File: config.mk
export PLATFORM = sky130hd
export DESIGN_NAME = mmio_uart_tx
export DESIGN_NICKNAME = d
export VERILOG_FILES = /design/src/rtl/mmio_uart_tx.sv
export SDC_FILE = /design/constraint.sdc
export NUM_CORES = 1
export LEC_CHECK = 0
export ABC_CLOCK_PERIOD_IN_PS = 3000
export BUFFER_PORTS_ARGS = -buffer_cell sky130_fd_sc_hd__buf_2
export CAP_MARGIN = 20
export CORE_ASPECT_RATIO = 1.75
export CORE_UTILIZATION = 42
export DETAILED_ROUTE_END_ITERATION = 7
export PLACE_DENSITY = 0.74
export SYNTH_ARGS = -nofsm -noshare
export SYNTH_HDL_FRONTEND = slang
export SYNTH_SLANG_ARGS = --single-unit
File: constraint.sdc
create_clock -name clk -period 3 [get_ports clk]
set_input_delay 0 -clock clk [delete_from_list [all_inputs] [get_ports clk]]
set_output_delay 0 -clock clk [all_outputs]
set_load 0.03 [all_outputs]
File: src/rtl/mmio_uart_tx.sv
// Memory-mapped 8N1 serial transmitter: a TXDATA store feeds a small byte FIFO
// that drains through a start/data/stop shift FSM. STATUS and CTRL are exposed on the same window.
module mmio_uart_tx #(
  parameter logic [31:0] BASE_ADDR    = 32'hFFFF_0000,
  parameter int          CLKS_PER_BIT = 16,
  parameter int          FIFO_DEPTH   = 4
) (
  input  logic        clk,
  input  logic        rst,
  input  logic [31:0] Address,
  input  logic        MemWrite,
  input  logic [31:0] Write_data,
  input  logic        MemRead,
  output logic        hit,
  output logic [31:0] rd_data,
  output logic        tx
);

  localparam int         PW       = $clog2(FIFO_DEPTH);
  localparam logic [15:0] BAUD_MAX = 16'(CLKS_PER_BIT - 1);
  localparam logic [4:0]  DEPTH_C  = 5'(FIFO_DEPTH);

  typedef enum logic [1:0] {
    S_IDLE  = 2'd0,
    S_START = 2'd1,
    S_DATA  = 2'd2,
    S_STOP  = 2'd3
  } state_t;

  state_t          r_state;
  logic [15:0]     r_baud;
  logic [2:0]      r_bit;
  logic [7:0]      r_shift;
  logic            r_tx;
  logic [7:0]      r_fifo [FIFO_DEPTH];
  logic [PW-1:0]   r_wp;
  logic [PW-1:0]   r_rp;
  logic [4:0]      r_count;
  logic            r_ovf;
  logic            r_en;

  logic            w_hit;
  logic [1:0]      w_off;
  logic            w_push;
  logic            w_ctrl_wr;
  logic            w_pop;
  logic            w_accept;
  logic            w_drop;
  logic            w_baud_end;
  logic [31:0]     w_status;
  logic            w_unused;

  assign w_hit      = (Address[31:4] == BASE_ADDR[31:4]);
  assign w_off      = Address[3:2];
  assign w_push     = w_hit & MemWrite & (w_off == 2'd0);
  assign w_ctrl_wr  = w_hit & MemWrite & (w_off == 2'd2);
  assign w_pop      = (r_state == S_IDLE) & r_en & (r_count != 5'd0);
  // A full FIFO still accepts a byte when the head leaves on the same edge.
  assign w_accept   = w_push & ((r_count < DEPTH_C) | w_pop);
  assign w_drop     = w_push & ~w_accept;
  assign w_baud_end = (r_baud == BAUD_MAX);
  assign w_status   = {23'd0, r_count, r_ovf, (r_state != S_IDLE),
                       (r_count == 5'd0), (r_count == DEPTH_C)};
  assign w_unused   = &{1'b0, MemRead, Address[1:0], Write_data[31:8]};

  assign hit = w_hit;
  assign tx  = r_tx;

  // Register read mux, zero-latency and side-effect free.
  always_comb begin
    rd_data = 32'd0;
    if (w_hit) begin
      case (w_off)
        2'd1:    rd_data = w_status;
        2'd2:    rd_data = {31'd0, r_en};
        default: rd_data = 32'd0;
      endcase
    end else begin
      rd_data = 32'd0;
    end
  end

  // FIFO storage array, written only on accepted pushes.
  always_ff @(posedge clk) begin
    if (w_accept) begin
      r_fifo[r_wp] <= Write_data[7:0];
    end
  end

  // FIFO pointers, occupancy, sticky overflow and enable.
  always_ff @(posedge clk) begin
    if (!rst) begin
      r_wp    <= '0;
      r_rp    <= '0;
      r_count <= 5'd0;
      r_ovf   <= 1'b0;
      r_en    <= 1'b1;
    end else begin
      if (w_accept) r_wp <= r_wp + PW'(1);
      if (w_pop)    r_rp <= r_rp + PW'(1);
      r_count <= r_count + {4'd0, w_accept} - {4'd0, w_pop};
      if (w_drop) begin
        r_ovf <= 1'b1;
      end else if (w_ctrl_wr & Write_data[1]) begin
        r_ovf <= 1'b0;
      end
      if (w_ctrl_wr) r_en <= Write_data[0];
    end
  end

  // Transmit FSM with registered line output.
  always_ff @(posedge clk) begin
    if (!rst) begin
      r_state <= S_IDLE;
      r_baud  <= 16'd0;
      r_bit   <= 3'd0;
      r_shift <= 8'd0;
      r_tx    <= 1'b1;
    end else begin
      case (r_state)
        S_IDLE: begin
          r_tx <= 1'b1;
          if (w_pop) begin
            r_state <= S_START;
            r_shift <= r_fifo[r_rp];
            r_baud  <= 16'd0;
            r_tx    <= 1'b0;
          end
        end
        S_START: begin
          if (w_baud_end) begin
            r_state <= S_DATA;
            r_baud  <= 16'd0;
            r_bit   <= 3'd0;
            r_tx    <= r_shift[0];
          end else begin
            r_baud <= r_baud + 16'd1;
          end
        end
        S_DATA: begin
          if (w_baud_end) begin
            r_baud <= 16'd0;
            if (r_bit == 3'd7) begin
              r_state <= S_STOP;
              r_tx    <= 1'b1;
            end else begin
              r_bit   <= r_bit + 3'd1;
              r_shift <= {1'b0, r_shift[7:1]};
              r_tx    <= r_shift[1];
            end
          end else begin
            r_baud <= r_baud + 16'd1;
          end
        end
        S_STOP: begin
          if (w_baud_end) begin
            r_state <= S_IDLE;
            r_baud  <= 16'd0;
          end else begin
            r_baud <= r_baud + 16'd1;
          end
        end
        default: begin
          r_state <= S_IDLE;
          r_baud  <= 16'd0;
          r_tx    <= 1'b1;
        end
      endcase
    end
  end

endmodule

# After elaboration in Yosys (flattened, before gate mapping)

Memory sizes are Yosys's and may differ from the RTL's. A register that Yosys moved wholly into a read port is not among the register bits.
Index checks and enable logic that the tools add are counted.

Bits in latches: 0
Flip-flop bits (word level): 41
Memory bits (writable): 32
Output and inout port bits: 34
Memory bits (read-only): 0
Input bits: 68
Memories: 1

Memories:

| name   | depth | bits a word | read ports | clocked after memory_dff | write ports | RTL line | RTL |
|---|---|---|---|---|---|---|---|
| r_fifo | 4     | 8           | 1          | 1                        | 1           | 35       | `logic [7:0] r_fifo [FIFO_DEPTH];` |

Order comparisons: 1
Divide/modulo/power cells: 0
Bitwise operators: 10
Multiply operators: 0
Muxes and demuxes: 30
Add/subtract/negate cells: 6
Equality and inequality tests: 15
Shift operators: 0
Reductions and logical operators: 14

Operator list:

| operator                                                                      | number |
|---|---|
| 16-bit 2-to-1 mux                                                             | 2 |
| 32-bit 2-to-1 mux                                                             | 1 |
| 16-bit case mux with 2 select lines                                           | 1 |
| 28-bit equality test (second input constant)                                  | 1 |
| 8-bit 2-to-1 mux                                                              | 3 |
| 9-bit case mux with 2 select lines                                            | 1 |
| 16-bit by 1-bit adder with 16-bit output (second input constant)              | 1 |
| 16-bit by 4-bit equality test with 1-bit output (second input constant)       | 1 |
| 8-bit case mux with 2 select lines                                            | 1 |
| 2-bit 2-to-1 mux                                                              | 7 |
| 2-bit inequality test (second input constant)                                 | 6 |
| 3-bit 2-to-1 mux                                                              | 3 |
| 1-bit bitwise AND                                                             | 8 |
| 1-bit 2-to-1 mux                                                              | 8 |
| 2-bit case mux with 4 select lines                                            | 1 |
| 4-bit AND reduction                                                           | 2 |
| 2-bit nonzero test                                                            | 4 |
| 2-bit equality test (second input constant)                                   | 3 |
| 3-bit case mux with 2 select lines                                            | 1 |
| 5-bit by 1-bit adder with 5-bit output                                        | 1 |
| 5-bit by 3-bit equality test with 1-bit output (second input constant)        | 1 |
| 5-bit zero test                                                               | 1 |
| 5-bit by 3-bit less-than comparator with 1-bit output (second input constant) | 1 |
| 5-bit AND reduction                                                           | 1 |
| other kinds (13)                                                              | 16 |

# Longest topological paths before layout

Gate-level depths: netlist of the first run.

Depth in word-level cells: 8
Mapped depth: 15
Mapped depth without buffers: 14

# Worst setup path before layout of the first run

Ideal clock, no wire load.

Path kind: register to register
From: register r_count[3]
To: register r_count[4]
Path buffers: 1
Clock period less this slack: 2.780 ns
Required time: 2.872 ns
Setup slack: 0.220 ns
Arrival: 2.652 ns
Stages on the path, launching flop included: 16
Library setup time: 0.128 ns
Path through: dfxtp_1 > inv_1 > ha_1 > or4b_1 > buf_2 > a32oi_1 > nor4_4 > nand2_1 > nand2_1 > ha_1 > fa_1 > a21oi_1 > nor2_1 > nor2_1 > xnor2_1 > nor2_1

Cells in the longest elaborated chain, start to end: 6
Elaborated cells on any way between the ends: 7
Classes of those cells: add/sub (2); order compare (1); bitwise (3); reduce/logical (1)

RTL lines:

| item                                                                                                          | RTL line | RTL |
|---|---|---|
| start, declared                                                                                               | 38       | `logic [4:0] r_count;` |
| start signal, assigned                                                                                        | 101      | `r_count <= r_count + {4'd0, w_accept} - {4'd0, w_pop};` |
| parallel branches: the longest is 5 deep, another holds 5-bit by 3-bit less-than comparator with 1-bit output | -        |  |
| 5-bit by 1-bit subtractor with 5-bit output *                                                                 | 101      |  |

Mark *: on every way between the ends.
A chain may end at the register's enable or synchronous reset.

# Worst setup path after layout of the first run

From: register r_count[2]
To: register r_count[4]

Same word-level chain as after synthesis.

==> run_results.csv, run 1 <==
group,metric,value,unit
clocking,clockRootBuffer,"clkbuf_16",
floorplan,die_area,9946,um^2
setup_path,r2r-start,"r_count[2]",
yosys,synth_top_area_cell,"edfxtp_1",
sta,finalSetupTns,0,ns
setup_path,timing.critical_path.fanout_max,3,
yosys,synth_top_area_frac,0.2399,
yosys,synth_xor_area_frac,0.01531,
drt,ant_nets,0,
layout,drive_gt1_frac,0.2353,
floorplan,ios,102,
yosys,synth_compound_area_frac,0.1047,
yosys,ys.flop_type,"dfxtp_1",
sta,finalCritPeriodShare,0.9303,
yosys,synth_area_leaders,"edfxtp_1, dfxtp_1, ha_1",
layout,finalInstanceArea,4684,um^2
setup_path,cp-end-kind,"flop",
sta,hold_viol,0,
yosys,synth_seq_area_share,0.4549,
yosys,synthMuxAreaShare,0.09247,
floorplan,core-area,9151,um^2
clocking,h-tree-depth,3,
setup_path,reg2reg_slack,0.21,ns
clocking,numCtsBuffers,9,
sta,fin_skew,0.006814,ns
drt,vias,2838,
power,ir_worst_vdd,0.3663,mV
layout,areaGrowthSynthToFinish,16.96,%
yosys,yosysWarnings,0,
setup_path,worstPathRequired,3.20,ns
setup_path,cp.arrival,3.00,ns
layout,antenna_cells,0,
setup_path,r2r_cells,14,
floorplan,die_x,75.82,um
drt,dr.pass1.iters,4,
placement,placed_area,4260,um^2
yosys,synth.distinct_cells,60,
yosys,syn_area_per_cell,11.00,um^2
drt,viasPerCell,5.207,
clocking,cts_tree,"done",
drt,post-route-drc-count,0,
yosys,synth-simple-area-share,0.1774,
yosys,synthAdderAreaFrac,0.07373,
sta,rsz0062_at_grt,"false",
grt,track_usage,0.1663,
clocking,insertion_delay,0.34,ns
sta,worst_pin_slew,0.6715,ns
floorplan,die_h,131.2,um
power,power.density,789.4,nW/um^2
status,status,"completed",
sta,fmax,358.3,MHz
clocking,clockBufferDepth,2,
clocking,cts.reportedPaths.clkPinSlew,0.06,ns
floorplan,row_count,46,
drt,routed_wl,7590,um
grt,grt_overflow,0,
setup_path,start_kind,"flop",
layout,nets,511,
floorplan,start_util,0.4377,
yosys,syn_area,4005,um^2
power,fin_total_pwr,3.698,mW
sta,slew_headroom,0.5523,
grt,first_global_vias,2789,
drt,drt_iter0_drc,91,
placement,gp_congestion,0.7635,
clocking,cts_sinks,75,
grt,antenna_found_initial,0,
power,p_leak,1.852,nW
clocking,post_cts_buffers,0,
yosys,synthArstFlopShare,0,
yosys,synth_edf_count,32,
yosys,synthCells,364,
grt,grt_pass1_wl,12640,um
worst_hold_path,holdPathStages,2,
sta,whs,0.06550,ns
grt,grt_max_degree,28,
drt,routedWlPerCell,13.93,um
layout,fillers,820,
worst_hold_path,hold_path_end,"r_en",
placement,port-buffer-count,51,
sta,finalMaxSlewViolations,0,
run,drv_cap,0,
worst_hold_path,min_from,"rst",
sta,min_period,2.791,ns
setup_path,crit_type,"reg2reg",
sta,setup_viol,0,
yosys,synth_common_cells,"dfxtp_1, edfxtp_1, nand2_1, buf_4, ha_1",
yosys,yosysMostFrequentCell,"dfxtp_1",
yosys,synth_top_family_by_area,"simple AND/OR/NAND/NOR gates",
worst_hold_path,holdCritPathClass,"in2reg",
yosys,yosys_register_bits,75,
placement,hpwl,5503,um
setup_path,timing.rr.end,"r_count[4]",
power by group:
part	internal, mW	switching, mW	total (mW)
clock	0.744	0.448	1.19
combinational	0.547	0.658	1.21
sequential	1.18	0.118	1.30
worst max path at each step:
stage | endpoint | slack (ns) | start | depth (start not counted)
2_1_floorplan | r_count[4] | 0.22 | r_count[3] | 15
3_3_place_gp | r_count[4] | 0.18 | r_count[3] | 14
3_5_place_dp | r_count[4] | 0.14 | r_count[3] | 14
4_1_cts | r_count[4] | 0.09 | r_count[3] | 14
5_1_grt | r_count[4] | 0.02 | r_count[2] | 14
6_report | r_count[4] | 0.21 | r_count[2] | 14
worst max-delay path: stages (launching register included):
cell and delay (ns):
dfxtp_1 0.32, inv_1 0.10, ha_1 0.17, or4b_4 0.47
a32oi_2 0.31, nor4_4 0.06, nand2_1 0.07, nand2_1 0.05
ha_1 0.20, fa_1 0.40, a21oi_1 0.16, nor2_1 0.05
nor2_1 0.11, xnor2_1 0.13, nor2_1 0.05
kinds of logic (layout without fill, tap and decap cells):
group                    Yosys count  after routing
AND/OR/NAND/NOR                  120            120
flip-flops                        75             75
adder cells (fa/ha/maj)           23             23
AO/OA/AOI/OAI                     57             57
multiplexers                      27             27
other                              1             23
XOR/XNOR                           7              7
buffers and inverters             54             93
per-layer routing:
metal	wire [um]	global-route usage	vias to the layer above
met4	195	0.08951	0
met3	282	0.03834	13
met2	4078	0.2896	72
li1	-	-	1403
met5	0	0	-
met1	3033	0.1758	1350
final cells by class:
class | instances | area, um^2 | share of cell area
flip-flops and latches | 75 | 1822 | 0.3889
well taps | 120 | 150.1 | 0.03205
multi-input cells | 257 | 1954 | 0.4172
inverters | 12 | 45.04 | 0.009615
clock inverters | 7 | 107.6 | 0.02297
clock buffers | 9 | 225.2 | 0.04808
repair buffers | 65 | 380.4 | 0.08120
cells in the final DEF (no fill, tap or decap), types with 2 or more instances in the layout:
master and instances:
buf_2 51, dfxtp_1 43, edfxtp_1 32, nand2_1 27
conb_1 23, ha_1 22, nor2_1 19, mux2i_1 19
a21oi_1 15, nand3_1 13, and2_1 13, inv_1 11
and3_1 11, clkbuf_16 9, mux4_2 8, dlygate4sd3_1 8
nand4_1 7, o21ai_0 7, a311oi_1 7, buf_4 6
nor3_1 5, nor2b_1 5, nor4_4 4, xor2_1 4
a32o_1 3, xnor2_1 3, nor4_1 2, a22o_1 2
a21o_1 2, nand2b_1 2, a21oi_2 2, a31o_2 2
a31oi_1 2, o221a_2 2, inv_8 2, bufinv_16 2
registers in the layout, summed over array words and instances (netlist names), named ones only:
| name | cells |
|---|---|
| r_ovf | 1 |
| r_wp | 2 |
| r_en | 1 |
| r_rp | 2 |
| r_baud | 16 |
| r_state | 2 |
| r_shift | 8 |
| r_bit | 3 |
| tx | 1 |
| r_count | 5 |
| r_fifo | 32 |
through the flow:
stage | instances | worst slack, ns | utilization
2_1_floorplan | 386 | 0.2202 | -
3_3_place_gp | 521 | 0.1802 | 0.4655
3_5_place_dp | 521 | 0.1379 | 0.4655
4_1_cts | 545 | 0.08858 | 0.5107
5_1_grt | 545 | 0.02188 | 0.5119
6_report | 545 | 0.2091 | 0.5119
timing repair:
action | in CTS | in global routing
gates resized for setup | 0 | 3
hold buffers | 8 | 0
hold endpoints to repair | 33 | 0
setup endpoints to repair | 0 | 1
No activity file was read; power rests on OpenSTA's default activity.
==> run 2, diff against run 1 <==
Settings changed: ABC_CLOCK_PERIOD_IN_PS 3000 to 3190, CORE_UTILIZATION 42 to 29, PLACE_DENSITY 0.74 to unset, PLACE_DENSITY_LB_ADDON set to 0.05.
Clock period 3 ns to 3.19 ns, I/O delays scaled along.
==> run_results.csv, run 2 (synthesis results as in run 1) <==
group,metric,value,unit
placement,gp_congestion,0.7702,
setup_path,timing.rr.end,"r_count[4]",
setup_path,worstPathRequired,3.38,ns
grt,grtUsageMet1,0.1331,
grt,grt_pass1_wl,14260,um
drt,dr.pass1.iters,4,
clocking,clockBufferDepth,2,
drt,vias,2772,
sta,fmax,346.5,MHz
clocking,h-tree-depth,3,
sta,slew_headroom,0.4562,
setup_path,r2r_cells,14,
layout,layout.cells.non_filler,598,
clocking,cts_tree,"done",
power,power.switching,1.133,mW
setup_path,crit_type,"reg2reg",
layout,areaGrowthSynthToFinish,17.96,%
drt,post-route-drc-count,0,
grt,antenna_found_initial,0,
drt,routed_wl,8541,um
run,drv_cap,0,
drt,ant_nets,0,
sta,hold_viol,0,
floorplan,ios,102,
floorplan,die_h,157.5,um
drt,viasPerCell,4.635,
sta,fin_skew,0.006445,ns
sta,min_period,2.886,ns
setup_path,timing.critical_path.fanout_max,5,
status,status,"completed",
layout,largestRegisters,"r_fifo x32, r_baud x16, r_shift x8",
drt,routedWlPerCell,14.28,um
grt,grt_overflow,0,
grt,first_global_vias,2847,
sta,finalCritPeriodShare,0.9046,
power,power.density,725.7,nW/um^2
floorplan,start_util,0.2977,
power,fin_total_pwr,3.429,mW
placement,port-buffer-count,51,
grt,gr-usage-met3,0.02464,
layout,mostFrequentLayoutCells,"buf_2, dfxtp_1, edfxtp_1",
grt,busiest_layer,"met2",
layout,largest_register,"r_fifo",
power,p_sw_frac,0.3305,
clocking,clockRootBuffer,"clkbuf_16",
layout,antenna_cells,0,
layout,largest_reg_flops,32,
worst_hold_path,holdCritPathClass,"in2reg",
power,internal_power,2.296,mW
layout,final_common_cell,"buf_2",
sta,rsz0062_at_grt,"false",
floorplan,die_area,14300,um^2
clocking,cts_sinks,75,
drt,drt_iter0_drc,59,
setup_path,r2r-start,"r_count[3]",
power,seqPwrFrac,0.357,
power,ir_worst_vdd,0.3475,mV
sta,finalMaxSlewViolations,0,
worst_hold_path,holdPathStages,5,
grt,grt_max_degree,28,
floorplan,die_x,90.84,um
grt,use_met2,0.2522,
clocking,numCtsBuffers,9,
grt,track_usage,0.1298,
floorplan,core-area,13450,um^2
sta,setup_viol,0,
setup_path,cp-end-kind,"flop",
layout,drive_gt1_frac,0.2264,
floorplan,row_count,56,
clocking,post_cts_buffers,0,
placement,dp_cells,574,
layout,nets,510,
sta,finalSetupTns,0,ns
setup_path,start_kind,"flop",
clocking,insertion_delay,0.33,ns
setup_path,reg2reg_slack,0.30,ns
power,pwr-share-comb,0.321,
sta,worst_pin_slew,0.8157,ns
power,clkPwrFrac,0.322,
worst_hold_path,hold_path_end,"r_en",
setup_path,cp.arrival,3.08,ns
power,p_leak,1.842,nW
worst_hold_path,min_from,"MemWrite",
clocking,cts.reportedPaths.clkPinSlew,0.06,ns
placement,hpwl,6363,um
## run 2: cell count changes in the layout (fill, tap and decap cells not counted), sizes merged
cell	delta
buf	-1
inv	-1
clkinv	+1
## run 2: worst max-delay path, stage by stage, from the launching register on
cell,delay [ns]
dfxtp_1,0.30
inv_1,0.13
ha_1,0.17
or4b_1,0.46
a32oi_1,0.36
nor4_4,0.06
nand2_1,0.07
nand2_1,0.05
ha_1,0.20
fa_1,0.42
a21oi_1,0.16
nor2_1,0.05
nor2_1,0.11
xnor2_1,0.13
nor2_1,0.05
## run 2: layout make-up
class	instances	area (um^2)
clock buffers	9	225.2
well taps	174	217.7
multi-input cells	257	1943
clock inverters	7	98.84
inverters	12	45.04
repair buffers	64	372.9
flip-flops and latches	75	1822
fillers	1378	8728
## run 2: worst max path at each step
stage | end | startpoint | cells after the start
3_5_place_dp | r_count[4] | r_count[3] | 14
4_1_cts | r_count[4] | r_count[3] | 14
2_1_floorplan | r_count[4] | r_count[3] | 15
6_report | r_count[4] | r_count[3] | 14
5_1_grt | r_count[4] | r_count[3] | 14
3_3_place_gp | r_count[4] | r_count[3] | 14
## run 2: timing repair
| action | CTS | global route |
|---|---|---|
| endpoints found under the hold margin | 33 | 0 |
| hold buffers | 8 | 0 |
| gates resized for setup | 0 | 0 |
## run 2: layer usage
layer / vias to the layer above / share of wire / routed length [um]
met4: 0 / 0.017 / 143
met3: 9 / 0.017 / 142
li1: 1398 / - / -
met2: 24 / 0.56 / 4765
met5: - / 0 / 0
met1: 1341 / 0.41 / 3490
## run 2: power groups by stage
stage	clock [mW]	combinational (mW)	sequential, mW
after floorplan	0	0.936	1.19
after global placement	0	1.09	1.25
after detailed placement	0	1.11	1.25
after CTS	1.14	1.12	1.23
after global routing	1.17	1.26	1.25
final	1.10	1.10	1.22
## run 2: per-stage QoR
stage	area (um^2)	hold slack (ns)	setup WS, ns	util
after floorplan	4088	0.09887	0.4102	-
after global placement	4320	0.2126	0.3007	0.3212
after detailed placement	4320	0.2177	0.3178	0.3212
after CTS	4725	0.06016	0.2709	0.3512
after global routing	4725	0.09220	0.02128	0.3512
final	4725	0.07933	0.3044	0.3512
